==> src/rtl/uart_tx_serializer_if.sv <==
// Byte handshake between a producer and the UART transmitter.
// The producer holds tx_valid/tx_data until it sees tx_ready.
interface uart_tx_serializer_if #(
    parameter int DATA_BITS = 8
);
    logic [DATA_BITS-1:0] tx_data;
    logic                 tx_valid;
    logic                 tx_ready;

    modport master (
        output tx_data,
        output tx_valid,
        input  tx_ready
    );

    modport slave (
        input  tx_data,
        input  tx_valid,
        output tx_ready
    );
endinterface

==> src/rtl/uart_tx_serializer.sv <==
// UART frame serializer advanced by a one-cycle baud tick: start, LSB-first data, [parity], stop.
// Define UART_TX_PARITY_EN to compile in the parity bit (even, or odd with PARITY_ODD=1).
module uart_tx_serializer #(
    parameter int DATA_BITS  = 8,
    parameter int STOP_BITS  = 1,
    parameter bit PARITY_ODD = 1'b0
) (
    input  logic                 clk_in,
    input  logic                 rst,
    input  logic                 baud_tick,
    uart_tx_serializer_if.slave  bus,
    output logic                 tx_busy,
    output logic                 tx
);
    localparam int              CNT_W     = $clog2(DATA_BITS);
    localparam logic [CNT_W-1:0] LAST_BIT  = CNT_W'(DATA_BITS - 1);
    localparam logic            LAST_STOP = 1'(STOP_BITS - 1);

    typedef enum logic [2:0] {
        S_IDLE,
        S_ARMED,
        S_START,
        S_DATA,
`ifdef UART_TX_PARITY_EN
        S_PARITY,
`endif
        S_STOP
    } state_t;

    state_t               state_q, state_d;
    logic [DATA_BITS-1:0] shift_q, shift_d;
    logic [CNT_W-1:0]     bit_cnt_q, bit_cnt_d;
    logic                 stop_cnt_q, stop_cnt_d;
    logic                 tx_q, tx_d;
    logic                 ready_q;
    logic                 busy_q;

`ifdef UART_TX_PARITY_EN
    logic par_q, par_d;
    logic par_calc;

    // Parity is frozen at accept so later changes on tx_data cannot leak in.
    assign par_calc = (^bus.tx_data) ^ PARITY_ODD;
`else
    logic unused_parity_odd;
    assign unused_parity_odd = PARITY_ODD;
`endif

    always_ff @(posedge clk_in or posedge rst) begin
        if (rst) begin
            state_q    <= S_IDLE;
            shift_q    <= '0;
            bit_cnt_q  <= '0;
            stop_cnt_q <= 1'b0;
            tx_q       <= 1'b1;
            ready_q    <= 1'b1;
            busy_q     <= 1'b0;
`ifdef UART_TX_PARITY_EN
            par_q      <= 1'b0;
`endif
        end else begin
            state_q    <= state_d;
            shift_q    <= shift_d;
            bit_cnt_q  <= bit_cnt_d;
            stop_cnt_q <= stop_cnt_d;
            tx_q       <= tx_d;
            ready_q    <= (state_d == S_IDLE);
            busy_q     <= (state_d != S_IDLE);
`ifdef UART_TX_PARITY_EN
            par_q      <= par_d;
`endif
        end
    end

    always_comb begin
        state_d    = state_q;
        shift_d    = shift_q;
        bit_cnt_d  = bit_cnt_q;
        stop_cnt_d = stop_cnt_q;
        tx_d       = tx_q;
`ifdef UART_TX_PARITY_EN
        par_d      = par_q;
`endif
        case (state_q)
            S_IDLE: begin
                tx_d = 1'b1;
                // A tick on the accept edge is consumed just to enter ARMED.
                if (bus.tx_valid) begin
                    shift_d = bus.tx_data;
                    state_d = S_ARMED;
`ifdef UART_TX_PARITY_EN
                    par_d   = par_calc;
`endif
                end
            end
            S_ARMED: begin
                if (baud_tick) begin
                    state_d = S_START;
                    tx_d    = 1'b0;
                end
            end
            S_START: begin
                if (baud_tick) begin
                    state_d   = S_DATA;
                    tx_d      = shift_q[0];
                    shift_d   = shift_q >> 1;
                    bit_cnt_d = '0;
                end
            end
            S_DATA: begin
                if (baud_tick) begin
                    if (bit_cnt_q != LAST_BIT) begin
                        bit_cnt_d = bit_cnt_q + 1'b1;
                        tx_d      = shift_q[0];
                        shift_d   = shift_q >> 1;
                    end else begin
`ifdef UART_TX_PARITY_EN
                        state_d    = S_PARITY;
                        tx_d       = par_q;
`else
                        state_d    = S_STOP;
                        tx_d       = 1'b1;
                        stop_cnt_d = 1'b0;
`endif
                    end
                end
            end
`ifdef UART_TX_PARITY_EN
            S_PARITY: begin
                if (baud_tick) begin
                    state_d    = S_STOP;
                    tx_d       = 1'b1;
                    stop_cnt_d = 1'b0;
                end
            end
`endif
            S_STOP: begin
                if (baud_tick) begin
                    if (stop_cnt_q != LAST_STOP) begin
                        stop_cnt_d = stop_cnt_q + 1'b1;
                    end else begin
                        state_d = S_IDLE;
                        tx_d    = 1'b1;
                    end
                end
            end
            default: begin
                state_d = S_IDLE;
                tx_d    = 1'b1;
            end
        endcase
    end

    assign bus.tx_ready = ready_q;
    assign tx_busy      = busy_q;
    assign tx           = tx_q;
endmodule

==> src/flat_wrapper.sv <==
// flat-port wrapper written by rule: the top's interface ports become plain ports
module uart_tx_serializer_flat 
#(
    parameter int DATA_BITS  = 8,
    parameter int STOP_BITS  = 1,
    parameter bit PARITY_ODD = 1'b0
)
  (clk_in, rst, baud_tick, tx_busy, tx, bus_tx_data, bus_tx_valid, bus_tx_ready);
  uart_tx_serializer_if #(.DATA_BITS(DATA_BITS)) bus_i ();
  input  logic clk_in;
  input  logic rst;
  input  logic baud_tick;
  output logic tx_busy;
  output logic tx;
  input wire logic [$bits(bus_i.tx_data)-1:0] bus_tx_data;
  input wire logic [$bits(bus_i.tx_valid)-1:0] bus_tx_valid;
  output wire logic [$bits(bus_i.tx_ready)-1:0] bus_tx_ready;
  assign bus_i.tx_data = bus_tx_data;
  assign bus_i.tx_valid = bus_tx_valid;
  assign bus_tx_ready = bus_i.tx_ready;
  uart_tx_serializer #(.DATA_BITS(DATA_BITS), .STOP_BITS(STOP_BITS), .PARITY_ODD(PARITY_ODD)) u_core (.clk_in(clk_in), .rst(rst), .baud_tick(baud_tick), .bus(bus_i), .tx_busy(tx_busy), .tx(tx));
endmodule
==> config.mk <==
export PLATFORM = sky130hd
export DESIGN_NAME = uart_tx_serializer_flat
export DESIGN_NICKNAME = d
export VERILOG_FILES = /design/src/rtl/uart_tx_serializer_if.sv /design/src/rtl/uart_tx_serializer.sv /design/src/flat_wrapper.sv
export SDC_FILE = /design/constraint.sdc
export NUM_CORES = 1
export LEC_CHECK = 0
export CAP_MARGIN = 10
export CORE_MARGIN = 1
export CORE_UTILIZATION = 46
export CTS_CLUSTER_SIZE = 20
export DETAILED_ROUTE_END_ITERATION = 8
export PLACE_DENSITY = 0.74
export SETUP_SLACK_MARGIN = 0.2
export SKIP_CTS_REPAIR_TIMING = 1
export SLEW_MARGIN = 20
export SYNTH_ARGS = -nofsm -noshare
export SYNTH_HDL_FRONTEND = slang
export SYNTH_SLANG_ARGS = --single-unit
==> constraint.sdc <==
create_clock -name clk_in -period 1.75 [get_ports clk_in]
set_input_delay 0.35 -clock clk_in [delete_from_list [all_inputs] [get_ports clk_in]]
set_output_delay 0.35 -clock clk_in [all_outputs]
set_load 0.005 [all_outputs]
; After elaboration in Yosys (flattened, before gate mapping)
; Cells that the tools add are included.
[op_classes]
add_sub_neg = 2
eq_ne = 13
n_mux = 29
n_reduce_logical = 10
[ops]
columns = operator, count
row1 = $mux W8, 4
row2 = $mux W3, 10
row3 = $pmux W8 S3, 1
row4 = $pmux W3 S5, 1
row5 = $ne A2 B2 Y1 const B, 7
row6 = $mux W1, 10
row7 = $reduce_and A5 Y1, 2
row8 = $reduce_and A4 Y1, 2
row9 = $eq A3 B2 Y1 const B, 2
row10 = $logic_not A3 Y1, 2
row11 = $pmux W3 S2, 1
row12 = $reduce_bool A3 Y1, 2
row13 = $pmux W1 S4, 1
row14 = $reduce_bool A2 Y1, 2
row15 = $add A3 B1 Y3 const B, 1
row16 = $eq A3 B1 Y1 const B, 1
row17 = $eq A3 B3 Y1 const B, 1
row18 = $ne A3 B3 Y1 const B, 1
row19 = $ne A2 B1 Y1 const B, 1
row20 = $pmux W1 S2, 1
row21 = $add A1 B1 Y1 const B, 1
[word_totals]
ff_bits = 18
output_inout_bits = 3

; Longest topological paths before layout
; Gate-level depths: netlist of run 1.
[depth]
depth_word = 5
ltp_mapped = 6

; Worst setup path after synthesis of run 1
; Ideal clock, no wire load.
[synth_path]
path_type = register to register
startpoint = register u_core.bit_cnt_q[0]
endpoint = register u_core.shift_q[1]
arrival_time_ns = 1.685
setup_slack_ns = -0.059
path_stages_with_launch = 6
synth_period_minus_slack_ns = 1.809
path_cell_list = dfrtp_1 ha_1 ha_1 buf_2 o32ai_4 mux2_2
[synth_via]
elab_chain_cells = 3
[synth_lines]
columns = element, line_no
row1 = from (decl), uart_tx_serializer.sv:32  ; logic [CNT_W-1:0] bit_cnt_q, bit_cnt_d;
row2 = from (signal assigned), uart_tx_serializer.sv:64  ; bit_cnt_q <= bit_cnt_d;
row3 = $ne A3 B3 Y1, uart_tx_serializer.sv:112  ; if (bit_cnt_q != LAST_BIT) begin
row4 = $ne A2 B1 Y1 (no source line), n/a
row5 = $reduce_and A5 Y1 (no source line), n/a
row6 = to (signal assigned), uart_tx_serializer.sv:63  ; shift_q <= shift_d;
row7 = to (decl), uart_tx_serializer.sv:31  ; logic [DATA_BITS-1:0] shift_q, shift_d;
; No other way between the ends.
; A chain may end at the register's enable or synchronous reset.

; Worst setup path in the final report of run 1
[layout_path]
startpoint = register u_core.bit_cnt_q[0]
endpoint = register u_core.shift_q[4]
; Same word-level chain as after synthesis.

==> metrics.txt, run 1 <==
Post-layout nets 119; Vert. Die Dim 47.32 µm; CTS sink cnt 17; crit path DAT 1.83 ns; internal cell power 1.174 mW; Post-synth ARST share 100.0%; crit end category flop; global-route wire length before repair 2973 µm; Worst VDD drop 0.7905 mV; Worst-Skew Late Latency 0.29 ns; cells after synthesis 75; initial antenna violation count 0; drt first pass iters 4; compound-cell area share of the yosys netlist 14.17%; Synth Register Bits 17; post-placement cell count 122; CTS tree done; routed vias 667; most frequent cell after synthesis dfrtp_1; die area 0.002239 mm²; layout cells sized above 1 45.19%; average size of a mapped cell 12.60 µm²; NetSw 0.5503 mW; Tot Pwr 1.724 mW; Synth Area in XOR/XNOR 0%; starting density of the core 48.65%; most common flop cell mapped by yosys dfrtp_1; Post-Synth Adder-Cell Area 2.649%; Layout Utilization 66.56%; number of synthesized flops with an enable pin 0; final slew viol count 0; critical path required time 1.94 ns; RSZ-0062 raised after global routing true; synth warn 0; post-synthesis cell type count 32; final hold vios 0; GRT overflow 0; H-Tree Depth 1; pre-CTS setup slack -0.1843 ns; Reg power frac 36.1%; Clock Path Buffers 2; Comb pwr share 51.6%; Die W 47.32 µm; Placeable Area 0.001942 mm²; critical path peak fanout 8; measured slew at the worst slew-check pin 0.3209 ns; routability cong. 0.7118; final cell count without fillers 131; DRT iter0 DRCs 7; HPWL reported at the end of detailed placement 1334 µm; MaxCap Viol Count 0; status finished clean; Cell Area, Synth 944.7 µm²; Worst setup SP type flop; Leakage 0.6078 nW; max frequency 611.2 MHz; worst hold path class input port to asynchronous set/reset pin; WS Path Type flop to flop; Routed WL per cell 13.80 µm; area growth from synthesis to layout 36.82%; final worst-path cycle share 93.50%; Remaining DRCs 0; Diodes inserted 0; Routed Antenna Nets 0; IO Pins 15; Synth area leaders dfrtp_1, mux2_4, mux2_2; pin count of the biggest net entering global routing 18; Setup violations, final 0; Switching Share 31.92%; CTS buffer count 3; input/output buffers 14; min Tclk post-route 1.636 ns; largest family of logic cells by synthesized area multiplexers; Mapped Nets 89; area share of and/or/nand/nor cells after synthesis 10.86%; Post-synth top cells dfrtp_1, mux2_4, mux2_2; root buf cell clkbuf_4; Slew headroom 78.61%; Final Skew 0.008502 ns; sequential element share of the synthesized area 45.30%; Setup WS post-layout 0.1138 ns; drt total wl 1808 µm; WHS 0.3532 ns; GRT Util Overall 19.60%; Clock transition at path regs 0.11 ns; vias in the first global route 621; post-DR vias/cell 5.092; mux contribution to synthesized area 21.32%; area leader, netlist dfrtp_1; Clk network pwr share 12.4%; FILL cells 142; row count 16; Power Density 1334 mW/mm²; Synth top area share 39.74%
==> sequential cells by signal (all words and copies together) (netlist names) <==
name / cells
u_core.bit_cnt_q: 3
u_core.shift_q: 8
u_core.tx: 1
u_core.tx_busy: 1
u_core.bus.tx_ready: 1
u_core.state_q: 3
==> area by class of cell <==
cell class | count | area, µm² | area share (%)
Multi-Input combinational cell | 49 | 513.0 | 39.69
Sequential cell | 17 | 429.2 | 33.20
Timing Repair Buffer | 29 | 270.3 | 20.91
Tap cell | 27 | 33.78 | 2.614
Clock buffer | 3 | 22.52 | 1.742
Inverter | 5 | 18.77 | 1.452
Clock inverter | 1 | 5.005 | 0.3872
==> per-stage QoR <==
step	area, µm²	TNS (ns)
2_1_floorplan	988.4	0
3_3_place_gp	1209	-1.082
3_5_place_dp	1209	-1.484
4_1_cts	1236	0
5_1_grt	1292	0
6_report	1292	0
==> worst max-delay path, cell delays in order (launching register included) <==
cell	delay [ns]
dfrtp_1	0.43
ha_2	0.20
ha_4	0.19
o32ai_4	0.24
buf_12	0.17
mux2_4	0.30
==> cell families after synthesis <==
family	after synthesis
mux	15
compound gates	14
buf+inv	9
simple gates	18
fa+ha+maj	2
flops	17
==> power by group through the flow <==
stage | combinational, mW | clock, mW | sequential, mW
2_1_floorplan | 0.655 | 0 | 0.579
3_3_place_gp | 0.793 | 0 | 0.621
3_5_place_dp | 0.835 | 0 | 0.627
4_1_cts | 0.835 | 0.215 | 0.621
5_1_grt | 0.971 | 0.234 | 0.636
6_report | 0.889 | 0.213 | 0.622
==> worst paths after layout <==
| path | start | to | slack, ns | cells past startpoint |
|---|---|---|---|---|
| max in group asynchronous | rst | u_core.bus.tx_ready$_DFF_PP1_ | 1.13 | 3 |
| worst max register to register | u_core.bit_cnt_q[0]$_DFFE_PP0P_ | u_core.shift_q[4]$_DFFE_PP0P_ | 0.11 | 5 |
| worst min register to register | u_core.shift_q[3]$_DFFE_PP0P_ | u_core.shift_q[3]$_DFFE_PP0P_ | 0.53 | 1 |
| worst max-delay path | u_core.bit_cnt_q[0]$_DFFE_PP0P_ | u_core.shift_q[4]$_DFFE_PP0P_ | 0.11 | 5 |
| min in group clk_in | u_core.shift_q[3]$_DFFE_PP0P_ | u_core.shift_q[3]$_DFFE_PP0P_ | 0.53 | 1 |
| worst min-delay path | rst | u_core.shift_q[3]$_DFFE_PP0P_ | 0.35 | 3 |
==> per-layer routing <==
layer,routed length [µm],share of wire (%),up-vias,track usage [%]
met5,0,0,-,0
met4,19,1.1,0,5.143
met3,50,2.8,5,3.462
met2,869,48,13,30.68
met1,869,48,321,28.05
li1,-,-,328,-
==> placed cells by master (no fill, tap or decap), types with 2 or more instances in the layout <==
master and n:
a22o_1 3, buf_4 14, clkbuf_4 3, clkdlybuf4s50_1 12, dfrtp_1 14, dfstp_2 2, dlymetal6s2s_1 2, inv_1 5
mux2_4 14, nand2_1 4, nand2b_1 3, o21ai_0 3
Power figures use the tool's default switching activity.
==> inputs of run 2 (changes only) <==
--- a/config.mk
+++ b/config.mk
@@ -6,8 +6,10 @@
 export NUM_CORES = 1
 export LEC_CHECK = 0
 export CAP_MARGIN = 10
+export CELL_PAD_IN_SITES_DETAIL_PLACEMENT = 0
+export CELL_PAD_IN_SITES_GLOBAL_PLACEMENT = 1
 export CORE_MARGIN = 1
-export CORE_UTILIZATION = 46
+export CORE_UTILIZATION = 37
 export CTS_CLUSTER_SIZE = 20
 export DETAILED_ROUTE_END_ITERATION = 8
 export PLACE_DENSITY = 0.74
==> run 2 against run 1 <==
Compared with the run above:
- critical path depth did not move
- count of clock-buffer cells in the layout rose by 1
- clock power fell by 5%
- largest cell class unchanged
==> metrics.txt, run 2 (same netlist as run 1, synthesis figures left out) <==
Layout Utilization 55.86%; Die W 52.53 µm; Vert. Die Dim 52.53 µm; Largest Register u_core.shift_q; root buf cell clkbuf_4; routed vias 679; GRT Util Overall 15.01%; die area 0.002759 mm²; routability cong. 0.8046; Worst-Skew Late Latency 0.28 ns; measured slew at the worst slew-check pin 0.3013 ns; Post-layout nets 121; GRT overflow 0; drt first pass iters 4; Remaining DRCs 0; WS Path Type flop to flop; CTS tree done; FF-to-FF End u_core.shift_q[1]$_DFFE_PP0P_; starting density of the core 40.74%; post-DR vias/cell 5.067; vias in the first global route 642; Clock Path Buffers 2; setup TNS 0 ns; critical path's slowest cell dfrtp_1; critical path peak fanout 8; crit path DAT 1.81 ns; input/output buffers 14; RSZ-0062 raised after global routing true; IO Pins 15; final worst-path cycle share 93.35%; worst reg-to-reg setup slack 0.12 ns; area growth from synthesis to layout 37.09%; worst hold path class input port to asynchronous set/reset pin; Setup violations, final 0; final hold vios 0; final slew viol count 0; max frequency 612.1 MHz; crit end category flop; MaxCap Viol Count 0; crit path capture u_core.shift_q[1]$_DFFE_PP0P_; drt total wl 1690 µm; min Tclk post-route 1.634 ns; pin count of the biggest net entering global routing 18; Routed Antenna Nets 0; critical path's largest stage delay 0.41 ns; CTS buffer count 3; Placeable Area 0.002318 mm²; largest registers u_core.shift_q (8), u_core.bit_cnt_q (3), u_core.state_q (3); H-Tree Depth 1; Leakage 0.6121 nW; Worst VDD drop 0.7967 mV; CTS sink cnt 17; cell chain of the critical path ha_2, ha_4, o32ai_4, buf_12, mux2_4; commonest non-fill, non-tap cell in the layout buf_4; Reg-to-Reg Start u_core.bit_cnt_q[0]$_DFFE_PP0P_; global-route wire length before repair 2960 µm; Slew headroom 79.91%; Power Density 1322 mW/mm²; Largest register FFs 8; Clock transition at path regs 0.09 ns; initial antenna violation count 0; Worst setup SP type flop; status finished clean; row count 17; HPWL reported at the end of detailed placement 1257 µm; critical path required time 1.93 ns; CP Launch Point u_core.bit_cnt_q[0]$_DFFE_PP0P_; Final Skew 0.0009903 ns; Routed WL per cell 12.61 µm; FF-to-FF path depth 5; most frequent cells in the layout buf_4, mux2_4, dfrtp_1; layout cells sized above 1 43.40%; DRT iter0 DRCs 7; Diodes inserted 0
run 2: cell types whose count changed in the layout (fill, tap and decap cells not counted), sizes merged:
cell | previous run | this run
clkbuf | 3 | 4
buf | 15 | 17
clkinv | 1 | 0
run 2: worst min path at each step:
stage	slack [ns]	start	end
after CTS	0.37	rst	u_core.bit_cnt_q[1]$_DFFE_PP0P_
final	0.37	rst	u_core.shift_q[3]$_DFFE_PP0P_
after detailed placement	0.50	u_core.shift_q[1]$_DFFE_PP0P_	u_core.shift_q[1]$_DFFE_PP0P_
after global placement	0.50	u_core.shift_q[4]$_DFFE_PP0P_	u_core.shift_q[4]$_DFFE_PP0P_
after floorplan	0.27	rst	u_core.bit_cnt_q[0]$_DFFE_PP0P_
after global routing	0.38	rst	u_core.bit_cnt_q[2]$_DFFE_PP0P_
run 2: through the flow:
stage | hold WS [ns] | instance area [µm²] | std cells | total power, mW | worst slack, ns
detailed placement | 0.4993 | 1217 | 124 | 1.453 | -0.1693
global route | 0.3840 | 1295 | 134 | 1.843 | 0.06417
floorplan | 0.2746 | 988.4 | 75 | 1.234 | 0.02773
CTS | 0.3686 | 1244 | 128 | 1.670 | 0.04098
global placement | 0.4986 | 1217 | 124 | 1.431 | -0.1293
finish | 0.3668 | 1295 | 134 | 1.712 | 0.1164
run 2: area by class of cell:
type	count	area (µm²)
multi-input cells	49	500.5
fillers	206	1023
flip-flops and latches	17	429.2
clock buffers	4	26.28
well taps	28	35.03
inverters	5	18.77
repair buffers	31	285.3
run 2: metal layers:
layer / GRT usage [%] / share of wire (%) / wire length [µm] / up-vias
met3: 2.609 / 2.4 / 41 / 4
li1: - / - / - / 334
met1: 19.57 / 46 / 785 / 328
met4: 6.579 / 1.8 / 31 / 0
met2: 24.05 / 49 / 831 / 13
met5: 0 / 0 / 0 / -
run 2: report_power, final:
group / switching [mW] / internal [mW]
clock: 0.114 / 0.0885
combinational: 0.305 / 0.593
sequential: 0.0984 / 0.513
run 2: worst max-delay path, delay by kind of cell (launching register included):
| family | cells | cell delay, ns |
|---|---|---|
| muxes | 1 | 0.30 |
| buffers and inverters | 1 | 0.18 |
| adders and majority gates | 2 | 0.38 |
| DFF | 1 | 0.41 |
| AOI/OAI and AO/OA | 1 | 0.26 |
==> inputs of run 3 (changes only) <==
--- a/config.mk
+++ b/config.mk
@@ -13,9 +13,9 @@
 export CTS_CLUSTER_SIZE = 20
 export DETAILED_ROUTE_END_ITERATION = 8
 export PLACE_DENSITY = 0.74
-export SETUP_SLACK_MARGIN = 0.2
+export SETUP_SLACK_MARGIN = 0.4
 export SKIP_CTS_REPAIR_TIMING = 1
-export SLEW_MARGIN = 20
+export SLEW_MARGIN = 10
 export SYNTH_ARGS = -nofsm -noshare
 export SYNTH_HDL_FRONTEND = slang
 export SYNTH_SLANG_ARGS = --single-unit
==> run 3 against run 2 <==
Compared with the run above:
- clock skew is 0.0096 ns higher
- core utilization up 3.7 points
- critical path type unchanged
- critical path depth unchanged
- global-route usage hardly changed
- clock power rose by 4%
- cell area grew 6.7%
- first-iteration DRC count shrank 14%
==> metrics.txt, run 3 (same netlist as run 1, synthesis figures left out) <==
Power Density 1345 mW/mm²; most frequent cells in the layout buf_4, mux2_4, dfrtp_1; H-Tree Depth 1; Clock transition at path regs 0.10 ns; drt total wl 1905 µm; Final Skew 0.01058 ns; MaxCap Viol Count 0; measured slew at the worst slew-check pin 0.3159 ns; die area 0.002759 mm²; Routed Antenna Nets 0; final cell count without fillers 137; pre-CTS setup slack -0.1708 ns; Setup violations, final 0; min Tclk post-route 1.661 ns; routability cong. 0.6817; Worst VDD drop 0.8217 mV; final hold vios 0; post-placement cell count 123; final slew viol count 0; WS Path Type flop to flop; Reg area 429.2 µm²; Worst-Skew Late Latency 0.29 ns; Leakage 0.6518 nW; Placeable Area 0.002318 mm²; crit end category flop; largest registers u_core.shift_q (8), u_core.bit_cnt_q (3), u_core.state_q (3); HPWL reported at the end of detailed placement 1300 µm; global-route wire length before repair 2980 µm; pin count of the biggest net entering global routing 18; status finished clean; Vert. Die Dim 52.53 µm; Setup WS post-layout 0.08873 ns; starting density of the core 40.74%; area used by multi-input combinational logic 555.5 µm²; DRT iter0 DRCs 6; Clock Path Buffers 2; GRT Util Overall 15.04%; Largest register FFs 8; GRT overflow 0; final worst-path cycle share 94.93%; row count 17; Largest Register u_core.shift_q; max frequency 602.0 MHz; root buf cell clkbuf_4; layout cells sized above 1 51.38%; area growth from synthesis to layout 46.22%; initial antenna violation count 0; FF-to-FF path depth 5; IO Pins 15; post-DR vias/cell 5.015; crit path DAT 1.83 ns; input/output buffers 14; Diodes inserted 0; Routed WL per cell 13.91 µm; CTS sink cnt 17; Slew headroom 78.94%; Worst setup SP type flop; vias in the first global route 646; critical path required time 1.92 ns; Post-layout nets 124; drt first pass iters 2; commonest non-fill, non-tap cell in the layout buf_4; FILL cells 189; routed vias 687; RSZ-0062 raised after global routing true; critical path peak fanout 8; Remaining DRCs 0; worst hold path class input port to asynchronous set/reset pin; Die W 52.53 µm; CTS tree done; CTS buffer count 3
==> run 3: changes by cell type in the layout (fill, tap and decap cells not counted), moves of 2 or more <==
cell / change
o21ai_0: -3
buf_4: +2
clkdlybuf4s50_1: -2
dlymetal6s2s_1: +2
nand2b_1: -2
nand2b_4: +2
o21ai_1: +2
==> run 3: path summary, 6_finish.rpt <==
path	slack, ns	to	start
worst min register to register	0.53	u_core.shift_q[4]$_DFFE_PP0P_	u_core.shift_q[4]$_DFFE_PP0P_
min in group clk_in	0.53	u_core.shift_q[4]$_DFFE_PP0P_	u_core.shift_q[4]$_DFFE_PP0P_
worst max register to register	0.09	u_core.shift_q[5]$_DFFE_PP0P_	u_core.bit_cnt_q[1]$_DFFE_PP0P_
max in group asynchronous	1.13	u_core.bus.tx_ready$_DFF_PP1_	rst
worst max-delay path	0.09	u_core.shift_q[5]$_DFFE_PP0P_	u_core.bit_cnt_q[1]$_DFFE_PP0P_
worst min-delay path	0.36	u_core.shift_q[2]$_DFFE_PP0P_	rst
==> run 3: final cells by class <==
type | count | area share (%)
multi-input combinational | 49 | 40.22
sequential | 17 | 31.07
timing repair buffer | 34 | 22.92
tap | 28 | 2.536
clock buffer | 4 | 1.902
inverter | 5 | 1.359
==> run 3: metal layers <==
| metal | vias up | routed length (µm) | GRT usage [%] |
|---|---|---|---|
| li1 | 337 | - | - |
| met1 | 337 | 873 | 19.17 |
| met2 | 11 | 968 | 24.05 |
| met3 | 2 | 48 | 4.348 |
| met4 | 0 | 14 | 5.263 |
| met5 | - | 0 | 0 |
==> run 3: worst max-delay path, cell delays in order (launching register included) <==
cell and delay [ns]:
dfrtp_1 0.42, ha_2 0.21, ha_4 0.18, o32ai_4 0.25
buf_12 0.17, mux2_4 0.30
==> run 3: where the power goes <==
part	leakage (nW)	total (mW)	internal [mW]	switching, mW
logic	0.430	1.03	0.668	0.362
registers	0.207	0.618	0.512	0.105
clock network	0.0150	0.211	0.0886	0.123
==> run 3: per-stage QoR <==
step	util [%]	setup TNS, ns	area (µm²)	total power, mW	hold WS [ns]
after global routing	59.58	0	1381	1.986	0.3801
after global placement	52.19	-0.9727	1210	1.423	0.4990
after detailed placement	52.19	-1.330	1210	1.457	0.5043
after floorplan	-	0	988.4	1.236	0.2746
after CTS	53.32	0	1236	1.674	0.3667
final	59.58	0	1381	1.858	0.3586
